[config.mk]
export PLATFORM = sky130hd
export DESIGN_NAME = vera_sweep_ctrl
export DESIGN_NICKNAME = d
export VERILOG_FILES = /design/src/rtl/vera_sweep_ctrl.sv
export SDC_FILE = /design/constraint.sdc
export NUM_CORES = 1
export LEC_CHECK = 0
export ABC_AREA = 1
export BUFFER_PORTS_ARGS = -buffer_cell sky130_fd_sc_hd__buf_2
export CAP_MARGIN = 20
export CORE_MARGIN = 5
export CORE_UTILIZATION = 55
export DETAILED_ROUTE_END_ITERATION = 12
export GPL_ROUTABILITY_DRIVEN = 0
export PLACE_DENSITY = 0.8
export SYNTH_ARGS = -nofsm -noshare
export SYNTH_HDL_FRONTEND = slang
export SYNTH_SLANG_ARGS = --single-unit
[constraint.sdc]
create_clock -name clk -period 2.65 [get_ports clk]
set_clock_uncertainty 0.1 [all_clocks]
set_input_delay 0.1325 -clock clk [delete_from_list [all_inputs] [get_ports clk]]
set_output_delay 0.1325 -clock clk [all_outputs]
set_load 0.05 [all_outputs]
[src/rtl/vera_sweep_ctrl.sv]
// Exhaustive self-checking sweep of the three-input `vera` block: steps {x,y,z}
// through 000..111, waits SETTLE_CYCLES per minterm, captures f4..f6 and compares.
//
// state  | meaning
// -------+-----------------------------------------------------------
// IDLE   | waiting for start (abort has priority); results held
// SETTLE | {x,y,z} applied, counting settle cycles for current minterm
// SAMPLE | capture {f4,f5,f6}, compare, advance or finish
// DONE   | one-cycle done pulse; pass valid
module vera_sweep_ctrl #(
  parameter int SETTLE_CYCLES = 2  // legal range 1..15
) (
  input  logic        clk,
  input  logic        rst_n,
  input  logic        start,
  input  logic        abort,
  input  logic [23:0] expected,
  input  logic        f4,
  input  logic        f5,
  input  logic        f6,
  output logic        x,
  output logic        y,
  output logic        z,
  output logic        busy,
  output logic        done,
  output logic        pass,
  output logic [7:0]  mismatch_mask,
  output logic [23:0] captured
);

  typedef enum logic [1:0] {
    S_IDLE   = 2'd0,
    S_SETTLE = 2'd1,
    S_SAMPLE = 2'd2,
    S_DONE   = 2'd3
  } state_t;

  localparam logic [3:0] CNT_LAST = 4'(SETTLE_CYCLES - 1);

  state_t      state_q, state_d;
  logic [3:0]  cnt_q, cnt_d;
  logic [2:0]  idx_q, idx_d;
  logic [23:0] exp_q, exp_d;
  logic [23:0] cap_q, cap_d;
  logic [7:0]  mask_q, mask_d;
  logic        pass_q, pass_d;

  logic [4:0]  base;
  logic [2:0]  sample;
  logic        mism;

  assign base   = {2'b00, idx_q} * 5'd3;
  assign sample = {f4, f5, f6};
  assign mism   = (sample != exp_q[base +: 3]);

  always_ff @(posedge clk or negedge rst_n) begin
    if (!rst_n) begin
      state_q <= S_IDLE;
      cnt_q   <= '0;
      idx_q   <= '0;
      exp_q   <= '0;
      cap_q   <= '0;
      mask_q  <= '0;
      pass_q  <= 1'b0;
    end else begin
      state_q <= state_d;
      cnt_q   <= cnt_d;
      idx_q   <= idx_d;
      exp_q   <= exp_d;
      cap_q   <= cap_d;
      mask_q  <= mask_d;
      pass_q  <= pass_d;
    end
  end

  always_comb begin
    state_d = state_q;
    cnt_d   = cnt_q;
    idx_d   = idx_q;
    exp_d   = exp_q;
    cap_d   = cap_q;
    mask_d  = mask_q;
    pass_d  = pass_q;
    unique case (state_q)
      S_IDLE: begin
        if (start && !abort) begin
          state_d = S_SETTLE;
          exp_d   = expected;
          idx_d   = '0;
          cnt_d   = '0;
          cap_d   = '0;
          mask_d  = '0;
          pass_d  = 1'b0;
        end
      end
      S_SETTLE: begin
        if (abort) begin
          state_d = S_IDLE;
          idx_d   = '0;
          cnt_d   = '0;
          pass_d  = 1'b0;
        end else begin
          cnt_d = cnt_q + 4'd1;
          if (cnt_q == CNT_LAST) state_d = S_SAMPLE;
        end
      end
      S_SAMPLE: begin
        if (abort) begin
          state_d = S_IDLE;
          idx_d   = '0;
          cnt_d   = '0;
          pass_d  = 1'b0;
        end else begin
          cap_d[base +: 3] = sample;
          if (mism) mask_d[idx_q] = 1'b1;
          cnt_d = '0;
          if (idx_q == 3'd7) begin
            // Minterm 7's compare is folded in here so pass is valid alongside done.
            state_d = S_DONE;
            pass_d  = (mask_q == 8'h00) && !mism;
          end else begin
            state_d = S_SETTLE;
            idx_d   = idx_q + 3'd1;
          end
        end
      end
      S_DONE: begin
        state_d = S_IDLE;
        idx_d   = '0;
      end
      default: state_d = S_IDLE;
    endcase
  end

  assign {x, y, z}     = idx_q;
  assign busy          = (state_q == S_SETTLE) || (state_q == S_SAMPLE);
  assign done          = (state_q == S_DONE);
  assign pass          = pass_q;
  assign mismatch_mask = mask_q;
  assign captured      = cap_q;

endmodule

==> impl_metrics.csv <==
group,metric,value,unit
die,die_w,88.55,um
global_route,grt.total_usage,23.08,%
final_layout,nNetsFinal,569,
worst_setup_path,crit_start,"state_q[0]",
worst_setup_path,arrival,2.40,ns
sta,min_period_over_period,85.67,%
worst_setup_path,worst_ep_required_time,2.78,ns
global_route,top_usage_layer,"met2",
power,p_comb_share,39.9,%
die,die_h,88.55,um
cts,clk_pin_slew_worst_paths,0.07,ns
cts,cts_buffers,9,
worst_setup_path,reg2reg_slack,0.38,ns
global_route,grt_start_max_net_pins,67,
synthesis,ys_ff_latch,66,
placement,dp_hpwl,5.785,mm
detailed_routing,drt-vias-per-instance,5.240,
placement,port_buffers,68,
power,max-vdd-ir-drop,0.0007161,V
synthesis,syn-cell-area,3393,um2
final_layout,nFillCells,482,
sta,setup_viol,0,
worst_setup_path,end_kind,"flip-flop",
synthesis,synth_area_per_cell,7.891,um2
min_path,hold_class,"primary input to flip-flop",
global_route,grt_pass1_wl,13.90,mm
sta,relSlewSlack,72.03,%
cts,clkSinkCount,66,
final_layout,drive_above_1_share,20.08,%
final_layout,diodes,0,
min_path,hold_start,"f4",
synthesis,async_flop_share,100.0,%
die,rows,28,
placement,place_inst,567,
die,core_area,5956,um2
detailed_routing,wl,8.350,mm
die,dieArea,7840,um2
detailed_routing,vias,3186,
final_layout,final_cells,608,
synthesis,syn-num-nets,471,
power,leakage,0.002243,uW
cts,postCtsSetupBuffers,0,
power,power.share.sequential,36.9,%
power,p_sw,1500,uW
status,outcome,"complete, no violations",
synthesis,yosys.cell_types.count,32,
global_route,grt_pass1_vias,3132,
final_layout,area_delta_synth_final,25.48,%
synthesis,yosysWarningCount,0,
cts,cts_max_path_buffers,2,
global_route,overflow,0,
cts,cts_tree,"done",
power,switching_share,41.04,%
worst_setup_path,crit_path_max_fanout,12,
sta,hold_viol_final,0,
global_route,antenna_found_initial,0,
sta,slew_viol_final,0,
cts,htreeDepth,3,
sta,min_period,2.270,ns
sta,max_freq,440.5,MHz
detailed_routing,post-route-drc-count,0,
worst_setup_path,r2r-start,"state_q[0]",
global_route,grtUsageMet1,27.15,%
global_route,grtUsageMet2,39.43,%
die,start_util,56.97,%
detailed_routing,antenna_left,0,
global_route,use_met3,5.214,%
sta,fin_setup_tns,0,ns
worst_setup_path,critPathLaunchType,"flip-flop",
sta,tightest_slew,0.4152,ns
die,ios,69,
detailed_routing,drt-pass1-iter-count,4,
detailed_routing,drtIter0Drc,214,
cts,insertion_delay,0.35,ns
sta,grt_setup_unrepaired,"false",
synthesis,synth-edff-count,0,
detailed_routing,wire_per_inst,13.73,um
synthesis,synth_ff_type,"dfrtp_1",
power,p_clk_share,23.2,%
synthesis,yosysSeqAreaShare,48.67,%
cts,root_buffer,"clkbuf_8",
synthesis,syn_inst,430,
power,intPower,2155,uW
run,drv_cap,0,
worst_setup_path,critPathKind,"flip-flop to flip-flop",
power,power_density,858.5,nW/um2
timing repair:
action / in CTS / in global routing
setup endpoints to repair: 0 / 0
hold buffers: 25 / 0
hold endpoints to repair: 90 / 0
gates resized for setup: 0 / 0
per-stage QoR:
stage | instance area [um2] | total power (uW) | util [%] | hold slack, ns | worst slack (ns)
after floorplan | 3393 | 2458 | - | -0.2631 | 0.4594
after global placement | 3810 | 2714 | 63.97 | 0.07163 | 0.5963
after detailed placement | 3810 | 2768 | 63.97 | 0.07494 | 0.3904
after CTS | 4258 | 3660 | 71.49 | 0.05106 | 0.3883
after global routing | 4258 | 3931 | 71.49 | 0.06595 | 0.1390
final | 4258 | 3655 | 71.49 | 0.06306 | 0.3796
area by class of cell:
| class | instances | area (um2) | area share (%) |
|---|---|---|---|
| Inverter | 67 | 254.0 | 5.965 |
| Timing Repair Buffer | 97 | 633.1 | 14.87 |
| Tap cell | 75 | 93.84 | 2.204 |
| Multi-Input combinational cell | 287 | 1428 | 33.53 |
| Clock buffer | 14 | 162.7 | 3.820 |
| Sequential cell | 66 | 1652 | 38.79 |
| Clock inverter | 2 | 35.03 | 0.8228 |
synth_stat cells, types with 2 or more instances:
| cell type | n | area share [%] |
|---|---|---|
| nand2_1 | 134 | 15 |
| dfrtp_1 | 66 | 49 |
| inv_1 | 59 | 6.5 |
| nand3_1 | 35 | 5.2 |
| o21ai_0 | 32 | 4.7 |
| a21oi_1 | 16 | 2.4 |
| nor2_1 | 14 | 1.5 |
| o22ai_1 | 13 | 2.4 |
| ha_1 | 10 | 3.7 |
| nand2_2 | 6 | 1.1 |
| o21ai_1 | 5 | 0.74 |
| clkbuf_1 | 4 | 0.44 |
| inv_2 | 4 | 0.44 |
| buf_6 | 3 | 1.0 |
| clkinv_1 | 3 | 0.33 |
| nor2_2 | 3 | 0.55 |
| nor2_4 | 3 | 1.0 |
| nor3_1 | 3 | 0.44 |
| buf_2 | 2 | 0.29 |
| nor4_1 | 2 | 0.37 |
| o31ai_1 | 2 | 0.44 |
power by group through the flow:
stage / clock, uW / sequential, uW / combinational, uW
finish: 849 / 1350 / 1460
global route: 909 / 1370 / 1650
CTS: 866 / 1350 / 1450
detailed placement: 0 / 1360 / 1400
global placement: 0 / 1350 / 1360
floorplan: 0 / 1420 / 1040
worst max-delay path, stage by stage (launching register included):
cell and delay (ns):
dfrtp_1 0.38, inv_1 0.09, ha_1 0.22, inv_1 0.16, a21oi_1 0.09, inv_1 0.12
o21ai_2 0.13, inv_1 0.36, nand3_1 0.25, o21ai_1 0.19, a21oi_1 0.06
sequential cells by signal, summed over array words and instances (netlist names):
signal         count
exp_q             24
state_q            2
cnt_q              4
captured          24
idx_q              3
pass               1
mismatch_mask      8
cells by family after synthesis:
group / count (synthesis) / synth area share, %
AO/OA/AOI/OAI: 71 / 11.36
buffers and inverters: 77 / 9.439
AND/OR/NAND/NOR: 206 / 26.84
adder cells (fa/ha/maj): 10 / 3.687
flip-flops: 66 / 48.67
worst paths after layout:
path | end | depth (start not counted)
setup / recovery | captured[8] | 10
hold / removal | captured[8] | 3
setup reg to reg | captured[8] | 10
hold reg to reg | exp_q[11] | 2
max in group asynchronous | state_q[0] | 3
min in group asynchronous | captured[10] | 3
layer usage:
metal | part of all wire (%) | routed length, um
met5 | 0 | 0
met4 | 3.1 | 255
met3 | 6.9 | 578
met2 | 49 | 4090
met1 | 41 | 3425
cells in the final DEF, fill, tap and decap left out, types with 2 or more instances in the layout:
cell type,netlist,final
nor3_1,3,3
o22ai_1,13,13
buf_2,2,68
nor2_1,14,14
clkinv_1,3,3
buf_4,1,3
nand2_1,134,134
nor2_2,3,3
dfrtp_1,66,66
inv_1,59,59
clkbuf_8,0,11
ha_1,10,10
o21ai_1,5,5
nand2_2,6,6
dlygate4sd3_1,0,25
a21oi_1,16,16
inv_2,4,4
o31ai_1,2,2
nand3_1,35,35
clkbuf_1,4,3
nor4_1,2,2
o21ai_0,32,32
nor2_4,3,3
No activity file was read; power rests on OpenSTA's default activity.
